===== src/rtl/mux_pkg_v.sv =====
// -----------------------------------------------------------------------------
// mux_pkg_v
// Shared definitions for the 4:1 round-robin mux and its 1:4 demux partner.
//   NUM_CH          : number of channels (4)
//   SEL_W           : width of the one-hot select code carried with each beat
//   state_t         : output-register FSM states (EMPTY / FULL)
//   onehot_from_idx : channel index -> one-hot select code
// -----------------------------------------------------------------------------
package mux_pkg_v;

  localparam int NUM_CH = 4;
  localparam int SEL_W  = 4;

  typedef enum logic {
    EMPTY = 1'b0,
    FULL  = 1'b1
  } state_t;

  function automatic logic [SEL_W-1:0] onehot_from_idx(input logic [1:0] idx);
    logic [SEL_W-1:0] code;
    code      = '0;
    code[idx] = 1'b1;
    return code;
  endfunction

endpackage


===== src/rtl/rr_arb_4_v.sv =====
// -----------------------------------------------------------------------------
// rr_arb_4_v
// Combinational rotating-priority arbiter for four requesters. The channel at
// index ptr has the highest priority, then ptr+1, ptr+2, ptr+3 (mod 4).
// Ports:
//   req     in  [3:0] request vector, bit k = channel k
//   ptr     in  [1:0] highest-priority channel
//   gnt_idx out [1:0] index of the winning channel (meaningless if !gnt_vld)
//   gnt_vld out       at least one request is present
// -----------------------------------------------------------------------------
module rr_arb_4_v
  import mux_pkg_v::*;
(
  input  logic [NUM_CH-1:0] req,
  input  logic [1:0]        ptr,
  output logic [1:0]        gnt_idx,
  output logic              gnt_vld
);

  // Requests rotated so that position 0 is the channel at ptr.
  logic [NUM_CH-1:0] rot_req;
  logic [1:0]        offset;

  genvar gi;
  generate
    for (gi = 0; gi < NUM_CH; gi++) begin : g_rot
      assign rot_req[gi] = req[ptr + 2'(gi)];
    end
  endgenerate

  // Scan from the lowest priority upward so the nearest request wins.
  always_comb begin
    offset = '0;
    for (int i = NUM_CH - 1; i >= 0; i--) begin
      if (rot_req[i]) offset = 2'(i);
    end
  end

  assign gnt_vld = |req;
  assign gnt_idx = ptr + offset;

endmodule


===== src/rtl/mux_4_1_arb_v.sv =====
// -----------------------------------------------------------------------------
// mux_4_1_arb_v
// Merges four valid/ready producer streams into one consumer stream with
// round-robin arbitration. Each output beat carries a one-hot code naming its
// source channel. A single output register gives one-cycle latency and, by
// loading on the same edge it drains, one beat per cycle throughput.
// Ports:
//   i_clk       in             clock
//   i_rst_n     in             asynchronous active-low reset
//   i_valid     in  [3:0]      per-channel valid
//   i_data      in  [4*WIDTH]  channel k data at [k*WIDTH +: WIDTH]
//   o_ready     out [3:0]      per-channel ready, only the granted channel
//   o_valid     out            output beat valid
//   o_data      out [WIDTH]    output beat data
//   o_sel_code  out [3:0]      one-hot source channel, 0 when o_valid=0
//   i_ready     in             downstream ready
// Optional feature, macro MUX_4_1_BEAT_CNT_EN:
//   i_cnt_clr   in             synchronous clear of all beat counters
//   o_beat_cnt  out [4*CNT_W]  saturating per-channel accepted-beat counters
// -----------------------------------------------------------------------------
module mux_4_1_arb_v
  import mux_pkg_v::*;
#(
  parameter int WIDTH = 8
`ifdef MUX_4_1_BEAT_CNT_EN
  , parameter int CNT_W = 8
`endif
) (
  input  logic                  i_clk,
  input  logic                  i_rst_n,
  input  logic [NUM_CH-1:0]     i_valid,
  input  logic [NUM_CH*WIDTH-1:0] i_data,
  output logic [NUM_CH-1:0]     o_ready,
  output logic                  o_valid,
  output logic [WIDTH-1:0]      o_data,
  output logic [SEL_W-1:0]      o_sel_code,
  input  logic                  i_ready
`ifdef MUX_4_1_BEAT_CNT_EN
  , input  logic                i_cnt_clr,
  output logic [NUM_CH*CNT_W-1:0] o_beat_cnt
`endif
);

  state_t           state_reg, state_next;
  logic [WIDTH-1:0] data_reg;
  logic [SEL_W-1:0] sel_reg;
  logic [1:0]       ptr_reg;

  logic [1:0]       gnt_idx;
  logic             gnt_vld;
  logic             ld;
  logic             take;
  logic [WIDTH-1:0] ch_data [NUM_CH];

  genvar gi;
  generate
    for (gi = 0; gi < NUM_CH; gi++) begin : g_ch
      assign ch_data[gi] = i_data[gi*WIDTH +: WIDTH];
    end
  endgenerate

  rr_arb_4_v u_arb (
    .req     (i_valid),
    .ptr     (ptr_reg),
    .gnt_idx (gnt_idx),
    .gnt_vld (gnt_vld)
  );

  // The output register may accept a beat when it is empty or is being
  // drained on this very edge.
  assign ld   = (state_reg == EMPTY) | (o_valid & i_ready);
  assign take = ld & gnt_vld;

  // Gated by reset so no producer sees a handshake while the block is held.
  always_comb begin
    o_ready = '0;
    if (i_rst_n && take) o_ready = onehot_from_idx(gnt_idx);
  end

  always_ff @(posedge i_clk or negedge i_rst_n) begin
    if (!i_rst_n) state_reg <= EMPTY;
    else          state_reg <= state_next;
  end

  always_comb begin
    state_next = state_reg;
    if (take)                    state_next = FULL;
    else if (o_valid && i_ready) state_next = EMPTY;
  end

  always_ff @(posedge i_clk or negedge i_rst_n) begin
    if (!i_rst_n) begin
      data_reg <= '0;
      sel_reg  <= '0;
      ptr_reg  <= '0;
    end else if (take) begin
      data_reg <= ch_data[gnt_idx];
      sel_reg  <= onehot_from_idx(gnt_idx);
      ptr_reg  <= gnt_idx + 2'd1;
    end else if (o_valid && i_ready) begin
      // Drained with nothing behind it: data is left as-is, code cleared.
      sel_reg <= '0;
    end
  end

  assign o_valid    = (state_reg == FULL);
  assign o_data     = data_reg;
  assign o_sel_code = sel_reg;

`ifdef MUX_4_1_BEAT_CNT_EN
  logic [CNT_W-1:0] cnt_reg [NUM_CH];

  generate
    for (gi = 0; gi < NUM_CH; gi++) begin : g_cnt
      always_ff @(posedge i_clk or negedge i_rst_n) begin
        if (!i_rst_n)
          cnt_reg[gi] <= '0;
        else if (i_cnt_clr)
          cnt_reg[gi] <= '0;
        else if (i_valid[gi] && o_ready[gi] && !(&cnt_reg[gi]))
          cnt_reg[gi] <= cnt_reg[gi] + 1'b1;
      end
      assign o_beat_cnt[gi*CNT_W +: CNT_W] = cnt_reg[gi];
    end
  endgenerate
`endif

endmodule


===== config.mk =====
export PLATFORM = sky130hd
export DESIGN_NAME = mux_4_1_arb_v
export DESIGN_NICKNAME = d
export VERILOG_FILES = /design/src/rtl/mux_pkg_v.sv /design/src/rtl/rr_arb_4_v.sv /design/src/rtl/mux_4_1_arb_v.sv
export SDC_FILE = /design/constraint.sdc
export NUM_CORES = 1
export LEC_CHECK = 0
export CORE_MARGIN = 1.5
export CORE_UTILIZATION = 35
export DETAILED_ROUTE_END_ITERATION = 16
export PLACE_DENSITY_LB_ADDON = 0.25
export SETUP_SLACK_MARGIN = 0.3
export SYNTH_ARGS = -nofsm -noshare
export SYNTH_HDL_FRONTEND = slang
export SYNTH_SLANG_ARGS = --single-unit

===== constraint.sdc =====
create_clock -name i_clk -period 3.7 [get_ports i_clk]
set_input_delay 0.37 -clock i_clk [delete_from_list [all_inputs] [get_ports i_clk]]
set_output_delay 0.37 -clock i_clk [all_outputs]
set_load 0.03 [all_outputs]

# Word level (Yosys, flattened, before mapping)
# Index checks and enable logic that the tools add are counted.
dict set report classes {
  n_addsub 5
  order_cmp 7
  muxes 22
  bitwise_logic 5
  n_reduce_logical 5
}
# cell count
set op_table {}
lappend op_table {{$bmux 8 s2} 1}
lappend op_table {{$mux 8} 2}
lappend op_table {{$lt 2x3->1 const B} 5}
lappend op_table {{$mux 4} 3}
lappend op_table {{$bmux 1 s2} 4}
lappend op_table {{$mux 2} 4}
lappend op_table {{$mux 1} 7}
lappend op_table {{$add 2x1->2 const B} 2}
lappend op_table {{$add 2x2->2 const B} 2}
lappend op_table {{$reduce_or 4->1} 1}
lappend op_table {{$ge 3x3->1 const B} 1}
lappend op_table {{$logic_and 1x1->1} 3}
lappend op_table {{$not 2->3} 1}
lappend op_table {{$add 2x2->2} 1}
lappend op_table {{$and 1x1->1} 2}
lappend op_table {{$demux 1 s2} 1}
lappend op_table {{$ge 2x1->1 const B} 1}
lappend op_table {{$reduce_bool 2->1} 1}
lappend op_table {{$not 1->1} 1}
lappend op_table {{$or 1x1->1} 1}
dict set report totals {
  register_bits 15
  inputBits 39
  out_inout_bits 17
}

# Logic depth before layout (Yosys ltp)
# Gate-level depths: netlist of run 1.
dict set report depth {
  depth_word 13
  ltp_mapped 12
  ltp_nobuf 12
}

# Hierarchy
# A second synthesis of run 1 with hierarchy kept.
dict set report hier_totals {
  cells_unflattened 90
  hier_area_um2 1141.1
}
# module instances cells_each area_per_inst_um2 seq_area_each_um2
set modules_own_cells {}
lappend modules_own_cells {mux_4_1_arb_v 1 63 959.7 375.4}
lappend modules_own_cells {rr_arb_4_v 1 27 181.4 0.0}

# Worst setup path before layout of run 1
# Ideal clock, no wire load.
dict set report synth_timing {
  path_kind {register to output}
  from {register ptr_reg[1]}
  to {output o_ready[1]}
  arrival_ns 2.280
  required_ns 3.330
  path_slack_ns 1.050
  stages_incl_launch_ff 13
  n_path_buf 1
  path_cell_list {dfrtp_1 > buf_4 > o21ai_0 > a21oi_1 > nor3_1 > a21oi_1 > ha_1 > xnor2_1 > o21ai_4 > nand2_1 > inv_1 > ha_1 > and3_1}
}
dict set report synth_via {
  elab_chain_cells 13
  word_cells_on_any_way 22
  cone_classes {add/sub: 4; order compare: 2; mux: 15; reduce/logical: 1}
}
# element line_no
set synth_rtl {}
lappend synth_rtl {{start, declared} mux_4_1_arb_v.sv:47} ;# logic [1:0] ptr_reg;
lappend synth_rtl {{start signal, assigned} mux_4_1_arb_v.sv:99} ;# ptr_reg <= gnt_idx + 2'd1;
lappend synth_rtl {{$add 2x2->2} rr_arb_4_v.sv:27} ;# assign rot_req[gi] = req[ptr + 2'(gi)];
lappend synth_rtl {{$bmux 1 s2} rr_arb_4_v.sv:27}
lappend synth_rtl {{$mux 1 (not written as such)} rr_arb_4_v.sv:27}
lappend synth_rtl {{$mux 2 (4 in series)} rr_arb_4_v.sv:35} ;# if (rot_req[i]) offset = 2'(i);
lappend synth_rtl {{$add 2x2->2 (*)} rr_arb_4_v.sv:40} ;# assign gnt_idx = ptr + offset;
lappend synth_rtl {{$lt 2x3->1 (not written as such) / $ge 2x1->1 (equally long branches)} mux_pkg_v.sv:22} ;# code[idx] = 1'b1;
lappend synth_rtl {{$logic_and 1x1->1 (not written as such)} mux_pkg_v.sv:22}
lappend synth_rtl {{$mux 1 (not written as such)} mux_pkg_v.sv:22}
lappend synth_rtl {{$demux 1 s2 (*)} mux_pkg_v.sv:22}
lappend synth_rtl {{$mux 4 (*)} mux_4_1_arb_v.sv:77} ;# if (i_rst_n && take) o_ready = onehot_from_idx(gnt_idx);
lappend synth_rtl {{end, declared} mux_4_1_arb_v.sv:33} ;# output logic [NUM_CH-1:0] o_ready,
# Every way passes the cells marked *; elsewhere a longest branch is shown, timed or not. The select of a mux whose other input is x is not followed.

# Final worst setup path of run 1
dict set report layout_timing {
  from {input i_valid[0]}
  to {output o_ready[0]}
}
dict set report layout_via {
  elab_chain_cells 12
  word_cells_on_any_way 22
  cone_classes {add/sub: 1; order compare: 2; mux: 15; bitwise: 1; reduce/logical: 3}
}
# element line_no
set layout_rtl {}
lappend layout_rtl {{start, declared} mux_4_1_arb_v.sv:31} ;# input logic [NUM_CH-1:0] i_valid,
lappend layout_rtl {{$bmux 1 s2} rr_arb_4_v.sv:27}
lappend layout_rtl {{$mux 1 (not written as such)} rr_arb_4_v.sv:27}
lappend layout_rtl {{$mux 2 (4 in series)} rr_arb_4_v.sv:35}
lappend layout_rtl {{$add 2x2->2} rr_arb_4_v.sv:40}
lappend layout_rtl {{$lt 2x3->1 (not written as such) / $ge 2x1->1 (equally long branches)} mux_pkg_v.sv:22}
lappend layout_rtl {{$logic_and 1x1->1 (not written as such)} mux_pkg_v.sv:22}
lappend layout_rtl {{$mux 1 (not written as such)} mux_pkg_v.sv:22}
lappend layout_rtl {{$demux 1 s2} mux_pkg_v.sv:22}
lappend layout_rtl {{$mux 4 (*)} mux_4_1_arb_v.sv:77}
# Marks and branches as above.

==> results.json, run 1 <==
{
  "drt_iter0_drc": 20,
  "grt_max_degree": 36,
  "io_buffers": 55,
  "rsz0062_at_grt": "no",
  "cts_setup_buffers": 0,
  "ys_ff_latch": 15,
  "drtAntennaViolNets": 0,
  "r2r_end": "o_data[7]",
  "synth_nets": 170,
  "max_freq_mhz": 303.0,
  "ys_warn_count": 0,
  "r2r-start": "ptr_reg[1]",
  "die-area_um2": 3642,
  "crit_type": "in -> out",
  "cts_sinks": 15,
  "synthArstFlopShare_pct": 100.0,
  "met1Wirelength_um": 1410,
  "worstSetupEndpointType": "output port",
  "largest_reg_flops": 8,
  "wl_met2_um": 1685,
  "pwr-share-clk_pct": 6.2,
  "status": "finished clean",
  "hp-class": "in -> async",
  "root_buffer": "clkbuf_4",
  "cts_max_path_buffers": 2,
  "powerDensity_nw_per_um2": 837.4,
  "p_comb_share_pct": 73.5,
  "syn-cell-area_um2": 1151,
  "synthCells": 126,
  "start_kind": "input pin",
  "dr_total_vias": 1219,
  "grt_pass1_vias": 1252,
  "io_pins": 56,
  "swShare_pct": 49.85,
  "path_max_fanout": 6,
  "yosys.cell_types.count": 35,
  "grt_pass1_wl_um": 5319,
  "utilization_pct": 60.37,
  "p_sw_mw": 0.7757,
  "via_per_inst": 5.323,
  "maxSlewHeadroom_pct": 57.55,
  "fin_crit_sh_pct": 89.20,
  "core_area_um2": 3078,
  "cp.arrival_ps": 2930,
  "dr.pass1.iters": 3,
  "pre_cts_slack_ps": -14.63,
  "dp_hpwl_um": 2479,
  "cts_hold_buf": 0,
  "synth_edf_count": 0,
  "worst_r2r_path_depth": 9,
  "antenna_found_initial": 0,
  "worstSkewPairLatency_ps": 280,
  "grtUsageTotal_pct": 19.77,
  "detail_route.wl_per_cell_um": 14.52,
  "die_w_um": 60.35,
  "hold_viol_final": 0,
  "ir_worst_vdd_uv": 504.0,
  "drc_errors": 0,
  "final_layout_size_suffix_gt1_share_pct": 14.59,
  "setup_ws_ps": 399.6,
  "cts-buffers-inserted": 3,
  "synthFlopType": "dfrtp_1",
  "wirelength_um": 3325,
  "required_ps": 3330,
  "final_nets": 230,
  "finalSetupTns_ps": 0,
  "top_layer": "met4",
  "diodes": 0,
  "cts_tree": "yes",
  "clkSlewWorstSetupHoldPaths_ps": 100,
  "dr_wl_met3_um": 191,
  "p_seq_share_pct": 20.3,
  "overflow": 0,
  "r2r_slack_ps": 1230,
  "p_int_mw": 0.7803,
  "setup_viol": 0,
  "cap_violations": 0,
  "clock_skew_ps": 1.051,
  "syn_avg_cell_area_um2": 9.136,
  "fp-row-count": 20,
  "yosysSeqAreaShare_pct": 32.61,
  "finalCriticalPeriod_ps": 3300,
  "power.leakage_nw": 0.7405,
  "gp_congestion": 0.8183,
  "initial_core_util_pct": 37.40,
  "cts-htree-levels": 1,
  "area_growth_pct": 61.41,
  "fp.dieH_um": 60.35,
  "maxSlewViolCount": 0,
  "tightest_slew_ps": 635.2
}
cell families after synthesis:
family / after synthesis / synth area share [%]
compound gates: 41 / 29.57
xor+xnor: 2 / 1.522
fa+ha+maj: 5 / 5.435
buf+inv: 10 / 3.913
flops: 15 / 32.61
mux: 1 / 1.304
simple gates: 52 / 25.65
cell usage in the layout, fill, tap and decap left out, types with 2 or more instances in the layout:
master           instances
a2111oi_0                8
a21oi_1                  2
a21oi_2                  2
a221oi_1                 8
a22o_1                   4
and3_1                   4
buf_4                    8
clkbuf_4                 3
clkdlybuf4s50_1         51
dfrtp_1                 14
ha_1                     4
inv_1                    4
nand2_1                 15
nand2b_1                 2
nor2_1                   3
nor2b_1                 16
nor3b_1                  3
o21ai_0                  2
o21ai_1                  2
o31ai_1                  8
worst max path at each step:
stage               start         end  slack (ps)  depth (start not counted)
2_1_floorplan  ptr_reg[1]  o_ready[1]        1050                         12
3_3_place_gp   i_valid[0]  o_ready[0]         180                         12
3_5_place_dp   i_valid[0]  o_ready[0]         -10                         14
4_1_cts        i_valid[0]  o_ready[0]         320                         12
5_1_grt        i_valid[0]  o_ready[0]         290                         12
6_report       i_valid[0]  o_ready[0]         400                         12
metrics by stage:
step                      cells  total power [mW]  hold slack, ps  cell area [µm²]
after global routing        229             1.684           415.2             1858
final                       229             1.556           409.6             1858
after detailed placement    225             1.369           474.4             1767
after global placement      225             1.338           461.6             1767
after floorplan             126             1.018           74.41             1151
after CTS                   229             1.491           403.4             1813
cell type report:
class | count | area [µm²]
Sequential cell | 15 | 376.6
Tap cell | 44 | 55.05
Multi-Input combinational cell | 101 | 792.0
Inverter | 4 | 15.01
Clock buffer | 3 | 22.52
Timing Repair Buffer | 61 | 591.8
Clock inverter | 1 | 5.005
Fill cell | 282 | 1220
critical path, stage by stage:
cell and delay [ps]:
clkdlybuf4s50_1 550, inv_1 100, o32a_1 350, a21oi_2 200
ha_4 220, xor2_4 200, nand3_2 120, nand2_2 120
inv_1 70, ha_1 200, and3_1 140, clkdlybuf4s15_2 280
power by group through the flow:
stage / Combinational, mW / Clock, mW / Sequential, mW
after global placement: 1.04 / 0 / 0.298
after floorplan: 0.620 / 0 / 0.398
final: 1.14 / 0.0971 / 0.316
after detailed placement: 1.07 / 0 / 0.299
after global routing: 1.25 / 0.109 / 0.329
after CTS: 1.09 / 0.0979 / 0.303
what timing repair did:
| item | in CTS | in global routing |
|---|---|---|
| resized for setup | 8 | 8 |
| setup endpoints to repair | 2 | 3 |
| pin swaps | 0 | 0 |
| endpoints found under the hold margin | 0 | 0 |
per-layer routing:
metal	GRT usage, %	up-vias
met3	4.904	4
met1	22.56	576
met5	0	-
met4	9.524	0
li1	-	597
met2	34.47	42
cell usage after synthesis, types with 2 or more instances:
| cell type | instances | share of area (%) |
|---|---|---|
| a21oi_1 | 3 | 1.3 |
| buf_2 | 3 | 1.3 |
| a221oi_1 | 8 | 6.1 |
| clkbuf_1 | 2 | 0.65 |
| o21ai_0 | 3 | 1.3 |
| and3_1 | 4 | 2.2 |
| a22o_1 | 4 | 3.0 |
| nor3b_1 | 3 | 2.0 |
| nand2_1 | 16 | 5.2 |
| nor2b_1 | 16 | 8.7 |
| nor3_1 | 2 | 0.87 |
| o31ai_1 | 8 | 5.2 |
| dfrtp_1 | 15 | 33 |
| ha_1 | 5 | 5.4 |
| inv_1 | 4 | 1.3 |
| a2111oi_0 | 8 | 6.1 |
| nor2_1 | 3 | 0.98 |
| nand2b_1 | 2 | 1.1 |
Note: power is estimated with default switching activity, not from simulation.
==> run 2, diff against run 1 <==
CAP_MARGIN = 20   (was unset)
==> results of run 2 <==
Final layout, timing and power as in run 1 (identical DEF).
